$ cat config.mk
export PLATFORM = sky130hd
export DESIGN_NAME = aes_round_ctrl_flat
export DESIGN_NICKNAME = d
export VERILOG_FILES = /design/src/rtl/aes_round_ctrl_if.sv /design/src/rtl/aes_round_ctrl.sv /design/src/flat_wrapper.sv
export SDC_FILE = /design/constraint.sdc
export NUM_CORES = 1
export LEC_CHECK = 0
export BUFFER_PORTS_ARGS = -buffer_cell sky130_fd_sc_hd__buf_2
export CORE_MARGIN = 3
export CORE_UTILIZATION = 40
export CTS_CLUSTER_SIZE = 10
export DETAILED_ROUTE_END_ITERATION = 8
export PLACE_DENSITY = 0.7
export SLEW_MARGIN = 5
export SYNTH_ARGS = -nofsm -noshare
export SYNTH_HDL_FRONTEND = slang
export SYNTH_SLANG_ARGS = --single-unit
$ cat constraint.sdc
create_clock -name clk -period 6.23 [get_ports clk]
set_input_delay 0.3115 -clock clk [delete_from_list [all_inputs] [get_ports clk]]
set_output_delay 0.3115 -clock clk [all_outputs]
set_load 0.05 [all_outputs]
$ cat src/rtl/aes_round_ctrl_if.sv
// aes_round_ctrl_if
//   Handshake bundle between the AES round controller and its requester /
//   datapath. clk and rst are not part of the bundle.
//
//   Requester -> controller : start, key_len[1:0], decrypt, step_done
//   Controller -> requester : busy, done, err, en_SubBytes, en_ShiftRows,
//                             en_MixColumns, en_AddRoundKey, key_next, sel,
//                             inv, round_idx[3:0], RCON[7:0]
//
//   master : requester/datapath side (drives start, key_len, decrypt, step_done)
//   slave  : controller side
interface aes_round_ctrl_if;
    logic       start;
    logic [1:0] key_len;
    logic       decrypt;
    logic       step_done;
    logic       busy;
    logic       done;
    logic       err;
    logic       en_SubBytes;
    logic       en_ShiftRows;
    logic       en_MixColumns;
    logic       en_AddRoundKey;
    logic       key_next;
    logic       sel;
    logic       inv;
    logic [3:0] round_idx;
    logic [7:0] RCON;

    modport master (
        output start, key_len, decrypt, step_done,
        input  busy, done, err, en_SubBytes, en_ShiftRows, en_MixColumns,
               en_AddRoundKey, key_next, sel, inv, round_idx, RCON
    );

    modport slave (
        input  start, key_len, decrypt, step_done,
        output busy, done, err, en_SubBytes, en_ShiftRows, en_MixColumns,
               en_AddRoundKey, key_next, sel, inv, round_idx, RCON
    );
endinterface

$ cat src/rtl/aes_round_ctrl.sv
// aes_round_ctrl
//   Round sequencer for an AES datapath supporting AES-128/192/256. Every
//   step (SubBytes, ShiftRows, MixColumns, AddRoundKey) is held until the
//   datapath acknowledges it with step_done, so multi-cycle S-box and key
//   schedule implementations can be attached.
//
//   Parameters:
//     STEP_TIMEOUT : max cycles a step may wait for step_done before err is
//                    pulsed and the operation aborted; 0 disables it.
//   Optional feature:
//     AES_DECRYPT_EN : when defined, decrypt=1 runs the inverse cipher order
//                      and inv follows the latched decrypt; otherwise inv=0.
//   Ports:
//     clk  : clock, rising edge
//     rst  : synchronous active-high reset
//     bus  : aes_round_ctrl_if.slave (start/key_len/decrypt/step_done in;
//            busy/done/err/step enables/key_next/sel/inv/round_idx/RCON out)
module aes_round_ctrl #(
    parameter int unsigned STEP_TIMEOUT = 0
) (
    input  logic           clk,
    input  logic           rst,
    aes_round_ctrl_if.slave bus
);

    typedef enum logic [2:0] {
        S_IDLE,
        S_INIT_ARK,
        S_SUB,
        S_SHIFT,
        S_MIX,
        S_ARK,
        S_DONE
    } state_t;

`ifdef AES_DECRYPT_EN
    localparam logic DEC_EN = 1'b1;
`else
    localparam logic DEC_EN = 1'b0;
`endif

    // Counter holds 0..STEP_TIMEOUT-1; expiry is detected on its last value.
    localparam int unsigned WW = (STEP_TIMEOUT > 1) ? $clog2(STEP_TIMEOUT) : 1;

    state_t        state_q, state_d;
    logic [3:0]    round_q, round_d;
    logic [3:0]    nr_q, nr_d;
    logic          inv_q, inv_d;
    logic [WW-1:0] wait_q, wait_d;
    logic          err_d;
    logic          key_next;
    logic          last_rnd;
    logic          step_st;

    logic busy_q, done_q, err_q, sel_q;
    logic en_sub_q, en_shift_q, en_mix_q, en_ark_q;
    logic [7:0] rcon;

    always_comb begin
        state_d  = state_q;
        round_d  = round_q;
        nr_d     = nr_q;
        inv_d    = inv_q;
        wait_d   = '0;
        err_d    = 1'b0;
        key_next = 1'b0;
        last_rnd = inv_q ? (round_q == 4'd0) : (round_q == nr_q);
        step_st  = state_q inside {S_INIT_ARK, S_SUB, S_SHIFT, S_MIX, S_ARK};

        case (state_q)
            S_IDLE: begin
                if (bus.start) begin
                    case (bus.key_len)
                        2'b01:   nr_d = 4'd12;
                        2'b10:   nr_d = 4'd14;
                        default: nr_d = 4'd10;
                    endcase
                    inv_d   = bus.decrypt & DEC_EN;
                    round_d = inv_d ? nr_d : 4'd0;
                    state_d = S_INIT_ARK;
                end
            end
            S_INIT_ARK: begin
                if (bus.step_done) begin
                    key_next = 1'b1;
                    round_d  = inv_q ? round_q - 4'd1 : round_q + 4'd1;
                    state_d  = inv_q ? S_SHIFT : S_SUB;
                end
            end
            S_SUB: begin
                if (bus.step_done) state_d = inv_q ? S_ARK : S_SHIFT;
            end
            S_SHIFT: begin
                if (bus.step_done) state_d = inv_q ? S_SUB : (last_rnd ? S_ARK : S_MIX);
            end
            S_MIX: begin
                if (bus.step_done) state_d = inv_q ? S_SHIFT : S_ARK;
            end
            S_ARK: begin
                if (bus.step_done) begin
                    if (last_rnd) begin
                        state_d = S_DONE;
                    end else begin
                        // Inverse cipher: ARK precedes MIX, so the round index
                        // already points at the next round during InvMixColumns.
                        key_next = 1'b1;
                        round_d  = inv_q ? round_q - 4'd1 : round_q + 4'd1;
                        state_d  = inv_q ? S_MIX : S_SUB;
                    end
                end
            end
            S_DONE:  state_d = S_IDLE;
            default: state_d = S_IDLE;
        endcase

        // A step state only persists while step_done is low, so counting
        // there and clearing otherwise clears on every state change.
        if (STEP_TIMEOUT != 0 && step_st && !bus.step_done) begin
            if (wait_q == WW'(STEP_TIMEOUT - 1)) begin
                err_d   = 1'b1;
                state_d = S_IDLE;
            end else begin
                wait_d = wait_q + 1'b1;
            end
        end
    end

    // Outputs are decoded from the next state and registered, so they line up
    // with state_q and never depend combinationally on step_done.
    always_ff @(posedge clk) begin
        if (rst) begin
            state_q    <= S_IDLE;
            round_q    <= '0;
            nr_q       <= '0;
            inv_q      <= 1'b0;
            wait_q     <= '0;
            busy_q     <= 1'b0;
            done_q     <= 1'b0;
            err_q      <= 1'b0;
            sel_q      <= 1'b0;
            en_sub_q   <= 1'b0;
            en_shift_q <= 1'b0;
            en_mix_q   <= 1'b0;
            en_ark_q   <= 1'b0;
        end else begin
            state_q    <= state_d;
            round_q    <= round_d;
            nr_q       <= nr_d;
            inv_q      <= inv_d;
            wait_q     <= wait_d;
            busy_q     <= state_d inside {S_INIT_ARK, S_SUB, S_SHIFT, S_MIX, S_ARK};
            done_q     <= (state_d == S_DONE);
            err_q      <= err_d;
            sel_q      <= state_d inside {S_SUB, S_SHIFT, S_MIX, S_ARK, S_DONE};
            en_sub_q   <= (state_d == S_SUB);
            en_shift_q <= (state_d == S_SHIFT);
            en_mix_q   <= (state_d == S_MIX);
            en_ark_q   <= (state_d == S_INIT_ARK) || (state_d == S_ARK);
        end
    end

    always_comb begin
        case (round_q)
            4'd1:    rcon = 8'h01;
            4'd2:    rcon = 8'h02;
            4'd3:    rcon = 8'h04;
            4'd4:    rcon = 8'h08;
            4'd5:    rcon = 8'h10;
            4'd6:    rcon = 8'h20;
            4'd7:    rcon = 8'h40;
            4'd8:    rcon = 8'h80;
            4'd9:    rcon = 8'h1B;
            4'd10:   rcon = 8'h36;
            default: rcon = 8'h00;
        endcase
    end

    assign bus.busy           = busy_q;
    assign bus.done           = done_q;
    assign bus.err            = err_q;
    assign bus.sel            = sel_q;
    assign bus.inv            = inv_q;
    assign bus.en_SubBytes    = en_sub_q;
    assign bus.en_ShiftRows   = en_shift_q;
    assign bus.en_MixColumns  = en_mix_q;
    assign bus.en_AddRoundKey = en_ark_q;
    assign bus.key_next       = key_next;
    assign bus.round_idx      = round_q;
    assign bus.RCON           = rcon;

endmodule

$ cat src/flat_wrapper.sv
// flat-port wrapper written by rule: the top's interface ports become plain ports
module aes_round_ctrl_flat 
#(
    parameter int unsigned STEP_TIMEOUT = 0
)
  (clk, rst, bus_start, bus_key_len, bus_decrypt, bus_step_done, bus_busy, bus_done, bus_err, bus_en_SubBytes, bus_en_ShiftRows, bus_en_MixColumns, bus_en_AddRoundKey, bus_key_next, bus_sel, bus_inv, bus_round_idx, bus_RCON);
  aes_round_ctrl_if bus_i ();
  input  logic clk;
  input  logic rst;
  input wire logic [$bits(bus_i.start)-1:0] bus_start;
  input wire logic [$bits(bus_i.key_len)-1:0] bus_key_len;
  input wire logic [$bits(bus_i.decrypt)-1:0] bus_decrypt;
  input wire logic [$bits(bus_i.step_done)-1:0] bus_step_done;
  output wire logic [$bits(bus_i.busy)-1:0] bus_busy;
  output wire logic [$bits(bus_i.done)-1:0] bus_done;
  output wire logic [$bits(bus_i.err)-1:0] bus_err;
  output wire logic [$bits(bus_i.en_SubBytes)-1:0] bus_en_SubBytes;
  output wire logic [$bits(bus_i.en_ShiftRows)-1:0] bus_en_ShiftRows;
  output wire logic [$bits(bus_i.en_MixColumns)-1:0] bus_en_MixColumns;
  output wire logic [$bits(bus_i.en_AddRoundKey)-1:0] bus_en_AddRoundKey;
  output wire logic [$bits(bus_i.key_next)-1:0] bus_key_next;
  output wire logic [$bits(bus_i.sel)-1:0] bus_sel;
  output wire logic [$bits(bus_i.inv)-1:0] bus_inv;
  output wire logic [$bits(bus_i.round_idx)-1:0] bus_round_idx;
  output wire logic [$bits(bus_i.RCON)-1:0] bus_RCON;
  assign bus_i.start = bus_start;
  assign bus_i.key_len = bus_key_len;
  assign bus_i.decrypt = bus_decrypt;
  assign bus_i.step_done = bus_step_done;
  assign bus_busy = bus_i.busy;
  assign bus_done = bus_i.done;
  assign bus_err = bus_i.err;
  assign bus_en_SubBytes = bus_i.en_SubBytes;
  assign bus_en_ShiftRows = bus_i.en_ShiftRows;
  assign bus_en_MixColumns = bus_i.en_MixColumns;
  assign bus_en_AddRoundKey = bus_i.en_AddRoundKey;
  assign bus_key_next = bus_i.key_next;
  assign bus_sel = bus_i.sel;
  assign bus_inv = bus_i.inv;
  assign bus_round_idx = bus_i.round_idx;
  assign bus_RCON = bus_i.RCON;
  aes_round_ctrl #(.STEP_TIMEOUT(STEP_TIMEOUT)) u_core (.clk(clk), .rst(rst), .bus(bus_i));
endmodule
== Word-level counts from Yosys, hierarchy flattened ==
Memory sizes are Yosys's and may differ from the RTL's. A register that Yosys moved wholly into a read port is not among the register bits.
Index checks and enable logic that the tools add are counted.
W data, S select, Z words.
Cells by class
  add/subtract/negate cells: 1
  equal/unequal tests: 18
  mux-type cells: 21
  reductions and logical operators: 7
Operator list (number)
  $mux W4: 6
  $mux W3: 7
  $pmux W3 S6: 1
  $eq A3 B3 Y1 const B: 5
  $eq A3 B2 Y1 const B: 4
  $pmux W4 S3: 1
  $reduce_bool A5 Y1: 2
  $ne A2 B2 Y1 const B: 4
  $eq A3 B1 Y1 const B: 2
  $pmux W3 S2: 1
  $reduce_and A5 Y1: 1
  $add A4 B1 Y4 const B: 1
  $eq A4 B4 Y1: 1
  $mux W1: 4
  $logic_not A3 Y1: 1
  $reduce_bool A3 Y1: 1
  $eq A2 B1 Y1 const B: 1
  $eq A2 B2 Y1 const B: 1
  $pmux W1 S2: 1
  $reduce_and A2 Y1: 1
  $logic_or A1 B1 Y1: 1
Word-level totals
  bits in registers: 18
  ROM bits: 128
  input port bits: 7
  output and inout bits: 22
  logic and storage cells: 58
  memories kept: 1
Memories
  (no name shown): words 16, bits a word 8, rd ports 1, clocked after memory_dff 1, write ports 0, line aes_round_ctrl.sv:163  | case (round_q)

== Logic depth before layout (Yosys ltp) ==
Gate-level depths: netlist of run 1.
  word-level depth: 6
  gate-level depth with buffers: 10
  mapped depth without buffers: 8

== Worst setup path after synthesis of run 1 ==
Ideal clock, no wire load.
  path kind: reg-to-reg
  start: register u_core.round_q[0], in the netlist u_core.bus.round_idx[0]
  end: register, netlist name u_core.bus.RCON[1]
  setup time: 0.092 ns
  arrival: 2.361 ns
  path slack: 3.777 ns
  stages on the path, launching flop included: 10
  cells stage by stage: dfxtp_1 clkbuf_2 nor2b_1 and4_1 buf_6 nor4_1 a31o_4 inv_1 ha_1 o32ai_1
On the way
  longest elaborated chain between the ends: 6
  elaborated cells between the ends (all ways): 10
  classes of those cells: add/sub (1); eq/ne (2); mux (6); reduce/logical (1)
RTL lines
  start: declaration: line aes_round_ctrl.sv:46  | logic [3:0] round_q, round_d;
  start signal: assignment: line aes_round_ctrl.sv:147  | round_q <= round_d;
  $add A4 B1 Y4: line aes_round_ctrl.sv:86, aes_round_ctrl.sv:107
  $mux W4: line aes_round_ctrl.sv:101  | if (last_rnd) begin
  $mux W4: line aes_round_ctrl.sv:100  | if (bus.step_done) begin
  $pmux W4 S3: line aes_round_ctrl.sv:70  | case (state_q)
  $mux W4 (no source line) * (2 in series)
Mark *: on every way between the ends. The rest lies on a longest branch, timed or not. The select of a mux whose other input is x is not followed.
A chain may end at the register's enable or synchronous reset.

== Final worst setup path of run 1 ==
  start: register u_core.state_q[2]
  end: register, netlist name u_core.bus.RCON[1]
On the way
  longest elaborated chain between the ends: 5
  elaborated cells between the ends (all ways): 12
  classes of those cells: eq/ne (6); mux (3); reduce/logical (3)
RTL lines
  start: declaration: line aes_round_ctrl.sv:45  | state_t state_q, state_d;
  start signal: assignment: line aes_round_ctrl.sv:146  | state_q <= state_d;
  $eq A3 B3 Y1 (tied with other cells)
  $ne A2 B2 Y1 (no source line) or $reduce_bool A3 Y1 (tied branches)
  $reduce_and A5 Y1 (no source line)
  $mux W4 (no source line) * (2 in series)
Mark *: on every way between the ends. The rest lies on a longest branch, timed or not.

==> results of run 1 <==
-- logic make-up after synthesis --
logic type / Yosys count / synth area share [%]
other: 1 / 0.2804
XOR/XNOR: 3 / 1.965
flip-flops: 25 / 37.42
adder cells (fa/ha/maj): 6 / 5.613
AND/OR/NAND/NOR: 64 / 27.78
multiplexers: 2 / 1.497
AO/OA/AOI/OAI: 31 / 17.21
buffers and inverters: 19 / 8.232
-- path summary, 6_finish.rpt --
path / from / endpoint / depth (start not counted)
max: u_core.state_q[2] / u_core.bus.RCON[1] / 7
max reg2reg: u_core.state_q[2] / u_core.bus.RCON[1] / 7
min: bus_key_len[0] / u_core.nr_q[2] / 3
min reg2reg: u_core.nr_q[3] / u_core.nr_q[3] / 2
-- power groups by stage --
| stage | Clock, mW | Sequential [mW] | Combinational [mW] |
|---|---|---|---|
| after global placement | 0 | 0.179 | 0.0735 |
| after floorplan | 0 | 0.193 | 0.0502 |
| after detailed placement | 0 | 0.180 | 0.0752 |
| after global routing | 0.0803 | 0.178 | 0.0826 |
| final | 0.0714 | 0.176 | 0.0753 |
| after CTS | 0.0755 | 0.176 | 0.0755 |
-- metal layers --
layer	up-vias	part of all wire, %	track usage, %
met5	-	0	0
met4	0	0.81	3.774
met3	2	5.3	3.163
met2	33	50	24.13
met1	537	44	15.12
li1	564	-	-
-- worst max-delay path: stages, from the launching register on --
cell and delay, ps:
dfxtp_1 410, nor4b_4 650, nor2_1 210, nor4_1 500
a31o_4 190, inv_1 60, ha_1 290, o32ai_1 260
-- placed cells by master, fill, tap and decap left out, types with 2 or more instances in the layout --
master    count
and3_1        3
ha_1          6
a211oi_1      3
mux2i_1       2
a31oi_1       3
o32ai_1       2
a21oi_1       6
clkbuf_4      3
dfxtp_1      25
buf_2        25
nand3_1       5
o211ai_1      2
nor2_1       20
nand2_1      10
o21ai_0       2
conb_1        2
nor3_1        5
nor2b_1       3
xnor2_1       3
inv_1         7
nor4_1        3
-- registers in the layout (all words and copies together) (netlist names) --
signal	cells
u_core.bus.en_ShiftRows	1
u_core.state_q	3
u_core.bus.en_AddRoundKey	1
u_core.bus.RCON	8
u_core.bus.done	1
u_core.bus.en_SubBytes	1
u_core.bus.busy	1
u_core.bus.round_idx	4
u_core.bus.en_MixColumns	1
u_core.nr_q	3
u_core.bus.sel	1
-- through the flow --
stage                     instances  cell area [um^2]  setup slack, ps  hold slack [ps]  utilization [%]
after floorplan                 152              1341             3777            459.5                -
after global placement          209              1438             3721            478.8            45.96
after detailed placement        209              1438             3640            493.4            45.96
after CTS                       213              1464             3607            293.2            46.80
after global routing            213              1464             3376            302.4            46.80
final                           213              1464             3571            288.3            46.80
-- area by class of cell --
cell class                      count  share of cell area (%)
Inverter                            7                   1.795
Clock buffer                        4                   1.795
Timing Repair Buffer               25                   8.547
Tap cell                           44                   3.761
Multi-Input combinational cell    108                   49.91
Sequential cell                    25                   34.19
==> key figures, run 1 <==
Outcome
  – Outcome: finished, final reports clean

Power and ir drop
  – Clock share of power: between 20 and 25%
  – Sw frac: 33.16%
  – Peak VDD IR: 0.1551 mV
  – Sw Pwr: 0.1070 mW
  – Total power: 0.3228 mW
  – Reg power frac: 54.5%
  – Pwr/cell area: 220.5 nW/um^2
  – Leakage: 0.6456 nW
  – Comb power frac: 23.3%
  – Pint: about 0.22 mW

CTS
  – CTS root buf: clkbuf_4
  – Clock sink count: 25
  – Resized cells post-CTS: 0
  – Worst-path clk slew: 130 ps
  – Clock buffer depth: 2
  – CTS Hold Bufs: 0
  – H-tree levels: 1
  – TritonCTS Buffers: 3
  – CTS tree: yes
  – Postcts setup bufs: 0
  – Worst-skew pair later-pin latency: 310 ps

Routing
  – Total Routed Length: 2.587 mm
  – Drt drc: 0
  – Final ANT Viol Nets: 0
  – Vias per cell: 5.333
  – Drt initial violations: 35
  – DR WL/cell: 12.15 um
  – DR pass1 iterations: 4
  – Via count: 1,136

Placed design
  – Buffers on Ports: 25
  – RePlAce Congestion: about 0.83
  – Post-DP HPWL: 1.931 mm

Timing
  – Fmax achieved: 376.1 MHz
  – Setup Viol. Count Final: 0
  – Worst clock skew: 3.523 ps
  – Slew headroom: a little under three fifths
  – Period utilization: 42.68%
  – Slew Limit Fails: 0
  – Fin crit period: 2659 ps
  – Final setup TNS: 0 ps
  – RSZ-0062 raised after global routing: no
  – Final Hold Viols: 0
  – Tightest Pin Transition: 642.4 ps

Global routing
  – Grt total ovfl: 0
  – Largest net degree at the start of global routing: 18
  – Initial antenna violation count: 0
  – Total GRT Usage: 13.23%
  – Vias in the first global route: about 1,100
  – First-pass GRT wire length: about 4.5 mm

Worst setup path
  – CP startpoint kind: flop
  – R2R Setup Slk: 3570 ps
  – CP arrival: 2890 ps
  – Critical path data required time: 6460 ps
  – CP Class: flop to flop
  – Max FO, Critical Path: 12
  – Crit end category: flop

Yosys
  – Synth Instances: 151
  – Synth top area cells: dfxtp_1 37%, ha_1 5.6%, nor2_1 5.6%
  – Area share of the largest cell type after synthesis: a little under two fifths
  – Number of synthesized flops with an enable pin: 0
  – Most frequent cell after synthesis: dfxtp_1
  – Post-synth top area cell: dfxtp_1
  – Post-synthesis sequential area ratio: a little under two fifths
  – Synthesis-stage register bit count: 25
  – Top post-synthesis cells by count: 25 x dfxtp_1, 20 x nor2_1, 10 x nand2_1
  – Syn Area/Cell: 8.858 um^2
  – Async set-reset flop share out of synthesis: 0%
  – Mapped cell area: 1338 um^2
  – Yosys cell types: 52
  – Yosys warns: 0
  – Most common flop cell mapped by yosys: dfxtp_1

Layout
  – Final Net Count: 183
  – Area of the multi-input gates: 730.7 um^2
  – Fillers: slightly above 300
  – Ant diodes: 0
  – Layout cells sized above 1: 22.49%
  – FF/Latch Area: 500.5 um^2
  – P&R area growth vs syn: 9.448%

Die
  – # IOs: 29
  – Die Height: 63.83 um
  – Die W: 63.83 um
  – Std cell rows: 20
  – DIE AREA: 4074 um^2
  – Core Area: 3128 um^2
  – Initial Util: 42.76%

Flow run
  – Max-cap violation count: 0

Min path
  – Hold WC Path Type: primary input to flop
Note: power is estimated with default switching activity, not from simulation.
==> run 2, diff against run 1 <==
==> constraint.sdc (replaced) <==
create_clock -name clk -period 2.7 [get_ports clk]
set_input_delay 0.135 -clock clk [delete_from_list [all_inputs] [get_ports clk]]
set_output_delay 0.135 -clock clk [all_outputs]
set_load 0.05 [all_outputs]
==> run 2 against run 1 <==
  * Maximum frequency grew 10%
  * Sequential share of layout area down 0.72 points
  * Clock power increased by 130%
  * Critical path depth stayed put
  * Via count rose by 0.97%
  * Worst hold slack worse by 170 ps
  * Setup slack got worse by 3300 ps
  * Total power is 130% higher
  * Critical path type unchanged
  * Highest routed layer unchanged
==> key figures, run 2 (same netlist as run 1, synthesis figures left out) <==
Outcome
  – Outcome: finished, final reports clean

Routing
  – Vias per cell: 5.286
  – DR pass1 iterations: 6
  – Final ANT Viol Nets: 0
  – DR WL/cell: 12.30 um
  – Drt drc: 0
  – Total Routed Length: 2.670 mm
  – Drt initial violations: 63
  – Via count: 1,147

Power and ir drop
  – Peak VDD IR: 0.3083 mV
  – Leakage: 0.6695 nW
  – Pwr/cell area: 500.8 nW/um^2

Die
  – Die Height: 63.83 um
  – Core Area: 3128 um^2
  – DIE AREA: 4074 um^2
  – Die W: 63.83 um
  – Std cell rows: 20
  – Initial Util: 42.76%
  – # IOs: 29

Global routing
  – Initial antenna violation count: 0
  – Total GRT Usage: 14.01%
  – First-pass GRT wire length: 4.698 mm
  – Grt total ovfl: 0
  – Largest net degree at the start of global routing: 18
  – Vias in the first global route: 1,091

Timing
  – Worst clock skew: around 6.6 ps
  – Slew Limit Fails: 0
  – Final setup margin: ~280 ps
  – Slew headroom: 64.65%
  – Fin crit period: 2416 ps
  – Period utilization: 89.49%
  – Fmax achieved: 413.9 MHz
  – RSZ-0062 raised after global routing: no
  – Final Hold Viols: 0
  – Tightest Pin Transition: between 500 and 600 ps
  – Final setup TNS: 0 ps
  – Setup Viol. Count Final: 0

Placed design
  – DP Worst Slack: 355.7 ps
  – RePlAce Congestion: 0.8414
  – Buffers on Ports: 25
  – Post-DP HPWL: slightly above 2 mm

CTS
  – TritonCTS Buffers: 3
  – Clock sink count: 25
  – Worst-path clk slew: 130 ps
  – CTS tree: yes
  – Resized cells post-CTS: 0
  – CTS root buf: clkbuf_4
  – CTS Hold Bufs: 0
  – H-tree levels: 1
  – Clock buffer depth: 2
  – Postcts setup bufs: 0
  – Worst-skew pair later-pin latency: around 310 ps

Layout
  – Final Net Count: 187
  – Fillers: 313
  – Ant diodes: 0
  – Layout cells sized above 1: 24.86%
  – P&R area growth vs syn: 11.79%
  – Commonest non-fill, non-tap cells in the layout: 25 x buf_2, 25 x dfxtp_1, 20 x nor2_1
  – Max FFs per register: 8

Min path
  – WHS Endpoint: u_core.nr_q[2]
  – Hold WC Path Type: primary input to flop
  – Hold Startpoint: bus_key_len[0]
  – Worst hold stages: 3

Worst setup path
  – Max FO, Critical Path: 12
  – CP Class: flop to flop
  – Crit-path max cell delay: 570 ps
  – R2R Setup Slk: 280 ps
  – Crit end category: flop
  – CP startpoint kind: flop
  – Worst path bufs/invs: 1
  – FF-to-FF Start: u_core.bus.round_idx[2]
  – RR Endpoint: u_core.bus.RCON[4]
  – Slowest-stage cell, CP: dfxtp_1
  – Critical path data required time: 2920 ps
  – Critical path's top delay family: simple AND/OR/NAND/NOR gates
  – Worst path cell trace: xnor2_1 -> and4_1 -> nor4_1 -> a31o_4 -> inv_1 -> ha_1 -> o32ai_1
  – Stages on worst setup path: 7
  – Worst Reg-to-Reg Cells: 7
  – CP arrival: 2640 ps

Flow run
  – Max-cap violation count: 0
-- run 2: cell type report --
type	instances	area, um^2	area share, %
Clock buffer	3	22.52	1.506
Clock inverter	1	5.005	0.3347
Inverter	7	26.28	1.757
Multi-Input combinational cell	108	730.7	48.87
Sequential cell	25	500.5	33.47
Tap cell	44	55.05	3.682
Timing Repair Buffer	29	155.1	10.38
-- run 2: worst max-delay path by stage --
stage                            startpoint            endpoint
floorplan           u_core.bus.round_idx[0]  u_core.bus.RCON[1]
detailed placement  u_core.bus.round_idx[2]  u_core.bus.RCON[4]
finish              u_core.bus.round_idx[2]  u_core.bus.RCON[4]
global route        u_core.bus.round_idx[2]  u_core.bus.RCON[4]
global placement    u_core.bus.round_idx[2]  u_core.bus.RCON[4]
CTS                 u_core.bus.round_idx[2]  u_core.bus.RCON[4]
-- run 2: metrics by stage --
| step | instance area (um^2) | util, % | hold slack, ps | instances | power (mW) |
|---|---|---|---|---|---|
| after CTS | 1495 | 47.80 | 109.9 | 217 | 0.7572 |
| after detailed placement | 1468 | 46.92 | 463.3 | 213 | 0.5936 |
| after floorplan | 1341 | - | 345.0 | 152 | 0.5606 |
| final | 1495 | 47.80 | 115.5 | 217 | 0.7487 |
| after global placement | 1468 | 46.92 | 441.9 | 213 | 0.5889 |
| after global routing | 1495 | 47.80 | 130.4 | 217 | 0.7924 |
-- run 2: worst register-to-register path, delay by kind of cell (launching register included) --
kind / cells / cell delay, ps
xor+xnor: 1 / 180
buf+inv: 1 / 60
flops: 1 / 570
fa+ha+maj: 1 / 290
simple gates: 2 / 760
compound gates: 2 / 470
-- run 2: per-layer routing --
metal | part of all wire, % | vias up | GRT usage (%)
li1 | - | 573 | -
met1 | 43 | 535 | 16.54
met3 | 5.7 | 4 | 4.218
met5 | 0 | - | 0
met2 | 50 | 35 | 24.13
met4 | 1.4 | 0 | 4.313
-- run 2: power by group --
group          internal (mW)  switching, mW
sequential             0.388         0.0144
clock                 0.0553          0.108
combinational         0.0562          0.127
total                  0.500          0.249
==> run 3, diff against run 2 <==
--- a/config.mk
+++ b/config.mk
@@ -6,6 +6,7 @@
 export NUM_CORES = 1
 export LEC_CHECK = 0
 export BUFFER_PORTS_ARGS = -buffer_cell sky130_fd_sc_hd__buf_2
+export CORE_ASPECT_RATIO = 1.2
 export CORE_MARGIN = 3
 export CORE_UTILIZATION = 40
 export CTS_CLUSTER_SIZE = 10
==> constraint.sdc (replaced) <==
create_clock -name clk -period 2.8 [get_ports clk]
set_input_delay 0.14 -clock clk [delete_from_list [all_inputs] [get_ports clk]]
set_output_delay 0.14 -clock clk [all_outputs]
set_load 0.05 [all_outputs]
==> run 3 against run 2 <==
  * Cell count is 4.6% lower
  * Die area hardly changed
  * Critical path depth stayed put
  * Clock skew is 4.1 ps lower
  * Combinational power is 3% lower
  * Total power is 3.0% lower
  * Via count is 0.61% lower
  * Global-route usage is 0.75 points lower
  * Setup slack better by 140 ps
==> key figures, run 3 (same netlist as run 1, synthesis figures left out) <==
Global routing
  – Vias in the first global route: 1,014
  – Total GRT Usage: 13.26%
  – First-pass GRT wire length: 4.388 mm
  – Initial antenna violation count: 0
  – Largest net degree at the start of global routing: 18
  – Grt total ovfl: 0

Worst setup path
  – Critical path data required time: around 3000 ps
  – CP startpoint kind: flop
  – Critical path's top delay family: simple AND/OR/NAND/NOR gates
  – Crit-path max cell delay: 560 ps
  – Worst path bufs/invs: 1
  – Crit end category: flop
  – CP startpoint: u_core.bus.round_idx[2]
  – Slowest-stage cell, CP: dfxtp_1
  – CP Class: flop to flop
  – Max FO, Critical Path: 12
  – Worst path cell trace: xnor2_1 -> and4_1 -> nor4_1 -> a31o_4 -> inv_1 -> ha_1 -> o32ai_1
  – CP arrival: around 2600 ps
  – FF-to-FF Start: u_core.bus.round_idx[2]

Min path
  – Hold Startpoint: bus_key_len[0]
  – Hold WC Path Type: primary input to flop

Placed design
  – Post-DP HPWL: 2.052 mm
  – Buffers on Ports: 25
  – RePlAce Congestion: around 0.88

Routing
  – DR pass1 iterations: 4
  – Vias per cell: 5.507
  – Via count: approximately 1,100
  – Total Routed Length: roughly 2.7 mm
  – Drt drc: 0
  – Final ANT Viol Nets: 0
  – Drt initial violations: 35
  – DR WL/cell: 13.11 um

Power and ir drop
  – Peak VDD IR: 0.3572 mV
  – Clock share of power: 22.0%
  – Total power: 0.7260 mW
  – Pint: 0.4843 mW
  – Comb power frac: 24.4%
  – Sw frac: 33.29%
  – Pwr/cell area: 494.2 nW/um^2
  – Sw Pwr: 0.2417 mW
  – Leakage: 0.6559 nW
  – Reg power frac: between 50% and 60%

Timing
  – RSZ-0062 raised after global routing: no
  – Period utilization: 84.93%
  – Setup Viol. Count Final: 0
  – Worst clock skew: 2.539 ps
  – Final setup TNS: 0 ps
  – Final Hold Viols: 0
  – Fin crit period: 2378 ps
  – Fmax achieved: 420.5 MHz
  – Slew Limit Fails: 0

CTS
  – Clock sink count: 25
  – Worst-path clk slew: 130 ps
  – CTS root buf: clkbuf_4
  – CTS Hold Bufs: 0
  – H-tree levels: 1
  – Worst-skew pair later-pin latency: 310 ps
  – Resized cells post-CTS: 0
  – TritonCTS Buffers: 3
  – CTS tree: yes
  – Clock buffer depth: 2
  – Postcts setup bufs: 0

Layout
  – Final Net Count: roughly 190
  – Fillers: 317
  – Max FFs per register: 8
  – Ant diodes: 0
  – Layout cells sized above 1: 23.39%
  – Post-Route Utilization: 46.81%
  – Commonest non-fill, non-tap cells in the layout: 25 x buf_2, 25 x dfxtp_1, 20 x nor2_1
  – P&R area growth vs syn: 9.822%

Die
  – # IOs: 29
  – Core Area: 3138 um^2
  – DIE AREA: about 4100 um^2
  – Initial Util: ~43%
  – Std cell rows: 22
  – Die Height: 69.35 um
  – Die W: 58.79 um

Flow run
  – Max-cap violation count: 0

Outcome
  – Outcome: finished, final reports clean
==> run 3: cell types whose count changed in the layout (fill, tap and decap cells not counted), sizes merged <==
cell / previous run / this run
buf: 29 / 27
clkbuf: 3 / 4
clkinv: 1 / 0
==> run 3: area by class of cell <==
type | count | area, um^2 | share of cell area, %
Clock buffer | 4 | 26.28 | 1.789
Inverter | 7 | 26.28 | 1.789
Multi-Input combinational cell | 108 | 730.7 | 49.74
Sequential cell | 25 | 500.5 | 34.07
Tap cell | 36 | 45.04 | 3.066
Timing Repair Buffer | 27 | 140.1 | 9.540
==> run 3: metal layers <==
layer  share of wire, %  vias to the layer above  track usage, %
li1                   -                      574               -
met1                 44                      529           15.68
met2                 50                       33           22.85
met3                5.3                        4           2.793
met4                1.0                        0           4.786
met5                  0                        -               0
==> run 3: worst min-delay path, cell delays in order <==
cell and delay [ps]:
buf_2 80, ha_1 120, a211oi_1 60
==> run 3: metrics by stage <==
| step | worst slack, ps | hold slack (ps) | instances | area, um^2 |
|---|---|---|---|---|
| global route | 213.3 | 115.7 | 207 | 1469 |
| CTS | 419.6 | 107.7 | 207 | 1469 |
| floorplan | 347.2 | 350.0 | 152 | 1341 |
| global placement | 557.6 | 446.8 | 203 | 1443 |
| detailed placement | 486.5 | 462.6 | 203 | 1443 |
| finish | 421.8 | 114.4 | 207 | 1469 |
==> run 3: worst paths after layout <==
| path | to | slack, ps | cells past startpoint |
|---|---|---|---|
| min | u_core.nr_q[2] | 110 | 3 |
| max reg2reg | u_core.bus.RCON[1] | 420 | 7 |
| min reg2reg | u_core.nr_q[3] | 510 | 2 |
| max | u_core.bus.RCON[1] | 420 | 7 |
==> run 3: power by group through the flow <==
stage	logic [mW]	registers [mW]	clock network, mW
3_5_place_dp	0.176	0.397	0
6_report	0.177	0.389	0.160
4_1_cts	0.177	0.389	0.166
5_1_grt	0.193	0.391	0.180
2_1_floorplan	0.112	0.429	0
3_3_place_gp	0.171	0.396	0
